==> src/rtl/tff_bank_multimode.sv <==
// tff_bank_multimode
// ------------------
// A bank of WIDTH flip-flop channels. One shared 2-bit mode selects T, D, JK
// or SR behaviour for every channel. The a/b pins pass through an optional
// synchroniser chain first. In T, JK and SR modes the commands can be used
// as levels or as rising edges.
// The bank also provides a parallel load, a registered change strobe, a
// registered SR-conflict pulse and a saturating change-event counter.
//
// Ports:
//   clk        : clock; all state updates on its rising edge
//   rst_n      : synchronous, active-low reset
//   en         : 1 = channels follow the mode; 0 = hold q (load still works)
//   mode       : 00 T, 01 D, 10 JK, 11 SR
//   edge_mode  : 1 = T/J/K/S/R act only on a rising edge of the synced input
//   a          : per channel T / D / J / S
//   b          : per channel K / R (ignored in T and D modes)
//   load       : synchronous parallel load of load_val into q
//   load_val   : value loaded into q
//   cnt_clr    : synchronous clear of the change counter
//   q, qbar    : flip-flop state and its complement
//   chg        : 1 in the cycle q shows a value different from the previous q
//   sr_err     : 1 in the cycle following an SR-mode S=R=1 command
//   change_cnt : saturating count of cycles with chg=1

module tff_bank_multimode #(
    parameter int WIDTH       = 4,
    parameter int SYNC_STAGES = 2,
    parameter int CNT_W       = 8
) (
    input  logic             clk,
    input  logic             rst_n,
    input  logic             en,
    input  logic [1:0]       mode,
    input  logic             edge_mode,
    input  logic [WIDTH-1:0] a,
    input  logic [WIDTH-1:0] b,
    input  logic             load,
    input  logic [WIDTH-1:0] load_val,
    input  logic             cnt_clr,
    output logic [WIDTH-1:0] q,
    output logic [WIDTH-1:0] qbar,
    output logic             chg,
    output logic             sr_err,
    output logic [CNT_W-1:0] change_cnt
);

    typedef enum logic [1:0] {
        MODE_T  = 2'b00,
        MODE_D  = 2'b01,
        MODE_JK = 2'b10,
        MODE_SR = 2'b11
    } mode_e;

    localparam logic [CNT_W-1:0] CNT_MAX = '1;

    mode_e            mode_sel;
    logic [WIDTH-1:0] a_s, b_s;
    logic [WIDTH-1:0] a_p_q, a_p_d, b_p_q, b_p_d;
    logic [WIDTH-1:0] a_e, b_e;
    logic [WIDTH-1:0] q_q, q_d;
    logic             chg_q, chg_d;
    logic             sr_err_q, sr_err_d;
    logic [CNT_W-1:0] cnt_q, cnt_d;
    logic             use_edge;

    assign mode_sel = mode_e'(mode);

    // Synchroniser chain. Stage 0 captures the pin, and the last stage feeds
    // the rest of the logic. Reset empties the chain, so any data still in
    // flight is discarded.
    generate
        if (SYNC_STAGES > 0) begin : g_sync
            logic [WIDTH-1:0] a_chain_q [SYNC_STAGES];
            logic [WIDTH-1:0] a_chain_d [SYNC_STAGES];
            logic [WIDTH-1:0] b_chain_q [SYNC_STAGES];
            logic [WIDTH-1:0] b_chain_d [SYNC_STAGES];

            always_comb begin
                a_chain_d[0] = a;
                b_chain_d[0] = b;
                for (int i = 1; i < SYNC_STAGES; i++) begin
                    a_chain_d[i] = a_chain_q[i-1];
                    b_chain_d[i] = b_chain_q[i-1];
                end
            end

            always_ff @(posedge clk) begin
                for (int i = 0; i < SYNC_STAGES; i++) begin
                    if (!rst_n) begin
                        a_chain_q[i] <= '0;
                        b_chain_q[i] <= '0;
                    end else begin
                        a_chain_q[i] <= a_chain_d[i];
                        b_chain_q[i] <= b_chain_d[i];
                    end
                end
            end

            assign a_s = a_chain_q[SYNC_STAGES-1];
            assign b_s = b_chain_q[SYNC_STAGES-1];
        end else begin : g_nosync
            assign a_s = a;
            assign b_s = b;
        end
    endgenerate

    // The edge history tracks the synced inputs on every cycle, whatever the
    // values of en, load and mode. As a result, an edge that arrives while
    // the bank is disabled is consumed and lost.
    // D mode always samples the level, even when edge_mode is set.
    always_comb begin
        a_p_d    = a_s;
        b_p_d    = b_s;
        use_edge = edge_mode && (mode_sel != MODE_D);
        a_e      = use_edge ? (a_s & ~a_p_q) : a_s;
        b_e      = use_edge ? (b_s & ~b_p_q) : b_s;
    end

    // Next-state logic. Priority is load, then en, then hold. The JK and SR
    // cases are written as bitwise equations so that all channels are
    // computed in parallel.
    always_comb begin
        q_d      = q_q;
        sr_err_d = 1'b0;
        if (load) begin
            q_d = load_val;
        end else if (en) begin
            case (mode_sel)
                MODE_T:  q_d = q_q ^ a_e;
                MODE_D:  q_d = a_s;
                MODE_JK: q_d = (a_e & ~q_q) | (~b_e & q_q);
                MODE_SR: begin
                    // S=R=1 holds the channel and raises the error flag
                    q_d      = (a_e & ~b_e) | (q_q & ~(a_e ^ b_e));
                    sr_err_d = |(a_e & b_e);
                end
                default: q_d = q_q;
            endcase
        end

        chg_d = (q_d != q_q);

        // The counter steps on the same edge that registers chg=1, so it
        // always equals the number of chg=1 cycles seen so far. A clear
        // takes priority over an increment in the same cycle.
        cnt_d = cnt_q;
        if (cnt_clr) begin
            cnt_d = '0;
        end else if (chg_d && (cnt_q != CNT_MAX)) begin
            cnt_d = cnt_q + CNT_W'(1);
        end
    end

    always_ff @(posedge clk) begin
        if (!rst_n) begin
            a_p_q    <= '0;
            b_p_q    <= '0;
            q_q      <= '0;
            chg_q    <= 1'b0;
            sr_err_q <= 1'b0;
            cnt_q    <= '0;
        end else begin
            a_p_q    <= a_p_d;
            b_p_q    <= b_p_d;
            q_q      <= q_d;
            chg_q    <= chg_d;
            sr_err_q <= sr_err_d;
            cnt_q    <= cnt_d;
        end
    end

    assign q          = q_q;
    assign qbar       = ~q_q;
    assign chg        = chg_q;
    assign sr_err     = sr_err_q;
    assign change_cnt = cnt_q;

endmodule

==> config.mk <==
export PLATFORM = sky130hd
export DESIGN_NAME = tff_bank_multimode
export DESIGN_NICKNAME = d
export VERILOG_FILES = /design/src/rtl/tff_bank_multimode.sv
export SDC_FILE = /design/constraint.sdc
export NUM_CORES = 1
export LEC_CHECK = 0
export CAP_MARGIN = 15
export CORE_ASPECT_RATIO = 2
export CORE_UTILIZATION = 50
export DETAILED_ROUTE_END_ITERATION = 7
export PLACE_DENSITY = 0.78
export SLEW_MARGIN = 25
export SYNTH_ARGS = -nofsm -noshare
export SYNTH_HDL_FRONTEND = slang
export SYNTH_SLANG_ARGS = --single-unit
==> constraint.sdc <==
create_clock -name clk -period 4.4 [get_ports clk]
set_clock_uncertainty 0.2 [all_clocks]
set_input_delay 0.66 -clock clk [delete_from_list [all_inputs] [get_ports clk]]
set_output_delay 0.66 -clock clk [all_outputs]
set_load 0.005 [all_outputs]
# After elaboration in Yosys (flattened, before gate mapping)
# Memories as Yosys holds them, arrays and structs flattened.
# Index checks and enable logic that the tools add are counted.
[classes]
eq_ne = 6
mul = 0
n_reduce_logical = 6
shift = 0
n_addsub = 1
mux = 11
div = 0
n_bitwise = 23
order_cmp = 0
[op_table]
columns = ["operator", "count"]
rows = [
  ["2-to-1 mux 4 bit", 8],
  ["AND 4 bit", 7],
  ["inverter 4 bit", 5],
  ["case mux 4 bit (4 select lines)", 1],
  ["adder 8 x 1 -> 8 bit (second input constant)", 1],
  ["inequality test 8 bit (second input constant)", 1],
  ["OR 4 bit", 2],
  ["OR reduction 4 bit", 2],
  ["XOR 4 bit", 2],
  ["equality test 2 bit (second input constant)", 2],
  ["inequality test 4 bit", 1],
  ["OR 1 bit", 4],
  ["inverter 1 bit", 3],
  ["equality test 2 x 1 -> 1 bit (second input constant)", 1],
  ["logical AND 1 bit", 2],
  ["zero test 2 bit", 1],
  ["2-to-1 mux 1 bit", 2],
  ["inequality test 2 x 1 -> 1 bit (second input constant)", 1],
  ["OR reduction 2 bit", 1],
]
[word_totals]
out_inout_bits = 18
ram_bits = 16
mem_bits_ro = 0
elab_cells = 55
latch_bits = 0
mem_count = 2
ff_bits = 22
in_bits = 20
[mem_list]
columns = ["name", "words", "width", "read_ports", "rd_ports_with_merged_regs", "wr", "line", "text"]
rows = [
  ["g_sync.a_chain_q", 2, 4, 2, 0, 2, "74", "logic [WIDTH-1:0] a_chain_q [SYNC_STAGES];"],
  ["g_sync.b_chain_q", 2, 4, 2, 0, 2, "76", "logic [WIDTH-1:0] b_chain_q [SYNC_STAGES];"],
]

# Longest topological paths before layout
[logic_depth]
depth_word = 12
depth_mapped = 13
ltp_nobuf = 12

# Worst setup path after synthesis
# No wires, ideal clock.
[synth_timing]
path_kind = "input to register"
from = "in mode[1]"
to = "reg cnt_q[2], in the netlist change_cnt[2]"
path_buffers = 0
slack_ps = 931
stages = 12
arrival_ps = 3153
path_cell_list = "and2b_2 -> nor2b_1 -> nand2_1 -> nand2_1 -> ha_1 -> a21o_2 -> and2_4 -> or4_4 -> a41oi_2 -> o31a_4 -> a21oi_1 -> a31o_2"
[synth_via]
elab_chain_cells = 12
word_cells_on_any_way = 23
cone_classes = "eq/ne (5); mux (5); bitwise (10); reduce/logical (3)"
[synth_rtl]
columns = ["element", "line", "text"]
rows = [
  ["from (decl)", "34", "input logic [1:0] mode,"],
  ["inequality test 2 x 1 -> 1 bit", "115", "use_edge = edge_mode && (mode_sel != MODE_D);"],
  ["logical AND 1 bit", "115", ""],
  ["2-to-1 mux 4 bit (on tied branches)", "116, 117", ""],
  ["XOR 4 bit", "135", "q_d = (a_e & ~b_e) | (q_q & ~(a_e ^ b_e));"],
  ["inverter 4 bit", "135", ""],
  ["AND 4 bit", "135", ""],
  ["OR 4 bit", "135", ""],
  ["case mux 4 bit (4 select lines) (*)", "129", "case (mode_sel)"],
  ["2-to-1 mux 4 bit (*)", "128", "end else if (en) begin"],
  ["2-to-1 mux 4 bit (*)", "126", "if (load) begin"],
  ["inequality test 4 bit (*)", "142", "chg_d = (q_d != q_q);"],
  ["logical AND 1 bit (*)", "150", "end else if (chg_d && (cnt_q != CNT_MAX)) begin"],
  ["to (signal assigned)", "169", "cnt_q <= cnt_d;"],
  ["to (decl)", "64", "logic [CNT_W-1:0] cnt_q, cnt_d;"],
]
# Every way passes the cells marked *; elsewhere a longest branch is shown, timed or not.
# A chain may end at the register's enable or synchronous reset.

# Final worst setup path
[layout_timing]
from = "in mode[1]"
to = "reg cnt_q[4], in the netlist change_cnt[4]"
# Same word-level chain as after synthesis.

==> summary.md <==
| Metric | Value |
|---|---|
| Min Tclk post-route | `3.715 ns` |
| Row count | `32` |
| PwrDens | `323.9 nW/µm²` |
| P_int | `0.6473 mW` |
| GRT Total Usage | `25.20%` |
| Yosys warning count | `0` |
| Status | `finished clean` |
| Total global routing overflow | `0` |
| DP Wirelength | `3.635 mm` |
| Initial core utilization | `52.90%` |
| Yosys cell types | `57` |
| Number of synthesized flops with an enable pin | `0` |
| Fmax | `269.2 MHz` |
| TritonCTS clock tree | `yes` |
| Area grow syn2layout | `26.68%` |
| Synth Flop Type | `dfxtp_1` |
| Register area | `760.7 µm²` |
| Slew Limit Fails | `0` |
| Initial antenna violation count | `0` |
| Max-slew headroom | `43.79%` |
| Mean Syn Cell Area | `8.780 µm²` |
| Number of max-cap violations | `0` |
| Global-route wire length before repair | `7.886 mm` |
| Clk sink count | `38` |
| H-tree depth | `2` |
| CTS Hold Buffers Added | `0` |
| Mapped Nets | `263` |
| Initial DRC Count | `41` |
| Via density | `5.614` |
| Post-route ant nets | `0` |
| Place WS | `0.3872 ns` |
| Number of global-route vias before repair | `1,814` |
| Routed WL | `4.857 mm` |
| Post-cts resize count | `0` |
| Fin Setup TNS | `0 ns` |
| Fraction of layout cells with a size suffix above 1 | `9.524%` |
| Finish-stage setup viols | `0` |
| Flip-flop and latch count after synthesis | `38` |
| CTS Buf Count | `5` |
| Setup WS post-layout | `0.6849 ns` |
| CTS root buf | `clkbuf_8` |
| Critical Path AT | `3.74 ns` |
| Die W | `47.33 µm` |
| # diodes | `0` |
| Worst-Skew Late Latency | `0.29 ns` |
| WS Path Type | `input pin to flop` |
| Die height | `92.65 µm` |
| Critical Path Fanout Max | `6` |
| Area occupied by multi-input gates | `1195 µm²` |
| Cell count after synthesis | `234` |
| RSZ-0062 raised after global routing | `no` |
| Combinational group share of total power | `14.3%` |
| Crit. End Element | `flop` |
| Setup bufs post-CTS | `0` |
| Fin. Hold Viols | `0` |
| Asr flop ratio synth | `0%` |
| P_sw | `0.1957 mW` |
| DR WL/cell | `14.99 µm` |
| Fin nets | `301` |
| CP Launch Type | `input pin` |
| DRC errors left | `0` |
| First drt pass iteration count | `5` |
| Sw Ratio | `23.22%` |
| HP Class | `flop to flop` |
| Die footprint | `4385 µm²` |
| VDD IR max | `0.2569 mV` |
| Leak | `1.091 nW` |
| Register area share after synthesis | `37.03%` |
| Pin slew with the least headroom to its limit | `0.8406 ns` |
| Vias post-DR | `1,819` |
| Clock power share | `41.9%` |
| Final GP Congestion | `0.9306` |
| Layout fillers | `355` |
| Sequential share of power | `43.8%` |
| Clk pin slew, worst setup/hold paths | `0.08 ns` |
| Clock buffer depth | `2` |
| PortBufs | `37` |
| Core Region | `3884 µm²` |
| Area of the mapped netlist | `2054 µm²` |
| Period utilization | `84.43%` |
| Io pins | `38` |
| Critical Path RT | `4.43 ns` |
| Largest net degree at the start of global routing | `33` |
## kinds of logic after synthesis
kind of cell             after synthesis  share of synthesized area [%]
AO/OA/AOI/OAI                         64                          22.41
XOR/XNOR                               5                          2.131
AND/OR/NAND/NOR                       92                          25.70
buffers and inverters                 21                          4.811
multiplexers                           5                          2.436
adder cells (fa/ha/maj)                9                          5.481
flip-flops                            38                          37.03
## worst paths after layout
path / cells past startpoint / end / slack (ns) / from
min: 1 / g_sync.b_chain_q[1][2]$_SDFF_PN0_ / 0.23 / g_sync.b_chain_q[0][2]$_SDFF_PN0_
min reg2reg: 1 / g_sync.b_chain_q[1][2]$_SDFF_PN0_ / 0.23 / g_sync.b_chain_q[0][2]$_SDFF_PN0_
max reg2reg: 10 / change_cnt[4]$_SDFFE_PP0P_ / 1.40 / g_sync.a_chain_q[1][1]$_SDFF_PN0_
max: 13 / change_cnt[4]$_SDFFE_PP0P_ / 0.68 / mode[1]
## power groups by stage
stage                     clock [mW]  sequential, mW  combinational, mW
after floorplan                    0           0.372             0.0733
after global placement             0           0.377              0.117
after detailed placement           0           0.377              0.119
after CTS                      0.360           0.369              0.120
after global routing           0.373           0.371              0.133
final                          0.353           0.369              0.121
## stage by stage
| stage | total power [mW] | instance area, µm² | instances | hold slack [ns] | utilization, % |
|---|---|---|---|---|---|
| 6_report | 0.8430 | 2603 | 324 | 0.2277 | 67.01 |
| 5_1_grt | 0.8772 | 2603 | 324 | 0.2493 | 67.01 |
| 4_1_cts | 0.8499 | 2603 | 324 | 0.2300 | 67.01 |
| 3_5_place_dp | 0.4964 | 2465 | 316 | 0.2169 | 63.47 |
| 3_3_place_gp | 0.4943 | 2465 | 316 | 0.2134 | 63.47 |
| 2_1_floorplan | 0.4453 | 2054 | 234 | 0.2119 | - |
## worst max-delay path, stage by stage
cell             delay [ns]
clkdlybuf4s50_1        0.48
and2b_2                0.27
nor2b_1                0.26
nand2_1                0.09
nand2_1                0.09
ha_1                   0.22
a21o_2                 0.22
and2_4                 0.16
o311ai_0               0.41
a41oi_2                0.19
o31a_4                 0.42
nand4_2                0.10
mux2i_1                0.17
## area by class of cell
type / count / area share [%]
repair buffers: 42 / 15.67
well taps: 51 / 2.452
inverters: 10 / 1.442
flip-flops and latches: 38 / 29.23
multi-input cells: 175 / 45.91
clock buffers: 5 / 2.644
clock inverters: 3 / 2.644
## state kept, by name, summed over array words and instances (netlist names)
name,flops
change_cnt,8
a_p_q,4
q,4
g_sync.b_chain_q,8
b_p_q,4
chg,1
g_sync.a_chain_q,8
sr_err,1
## synthesized netlist by cell type (2+ instances only)
master	n	area (µm²)
a21boi_0	8	60.06
a21oi_1	9	45.04
a31oi_1	4	25.02
and2_1	24	150.1
and2_4	2	17.52
and3_1	3	18.77
buf_2	2	10.01
buf_6	2	22.52
clkbuf_1	5	18.77
clkbuf_2	2	10.01
dfxtp_1	38	760.7
ha_1	9	112.6
inv_1	10	37.54
mux2i_1	5	50.05
nand2_1	24	90.09
nand2b_1	5	31.28
nand3_1	4	20.02
nor2_1	6	22.52
nor2b_1	8	50.05
nor4_1	2	12.51
o211ai_1	4	30.03
o21a_1	2	15.01
o21ai_0	14	70.07
o22ai_1	4	25.02
o32ai_1	2	17.52
or2b_1	2	15.01
xor2_1	4	35.03
## layer usage
layer	vias up	track usage (%)	routed length, µm
met5	-	0	0
met4	0	14.29	201
met3	15	4.483	139
met2	50	46.12	2723
met1	855	23.41	1793
li1	899	-	-
## layout by cell type, fill, tap and decap left out, types with 6 or more instances in the layout
cell	instances
dfxtp_1	38
clkdlybuf4s50_1	37
nand2_1	24
and2_1	24
o21ai_0	14
inv_1	10
a21oi_1	9
ha_1	9
nor2b_1	8
a21boi_0	8
nor2_1	6
No activity file was read; power rests on OpenSTA's default activity.
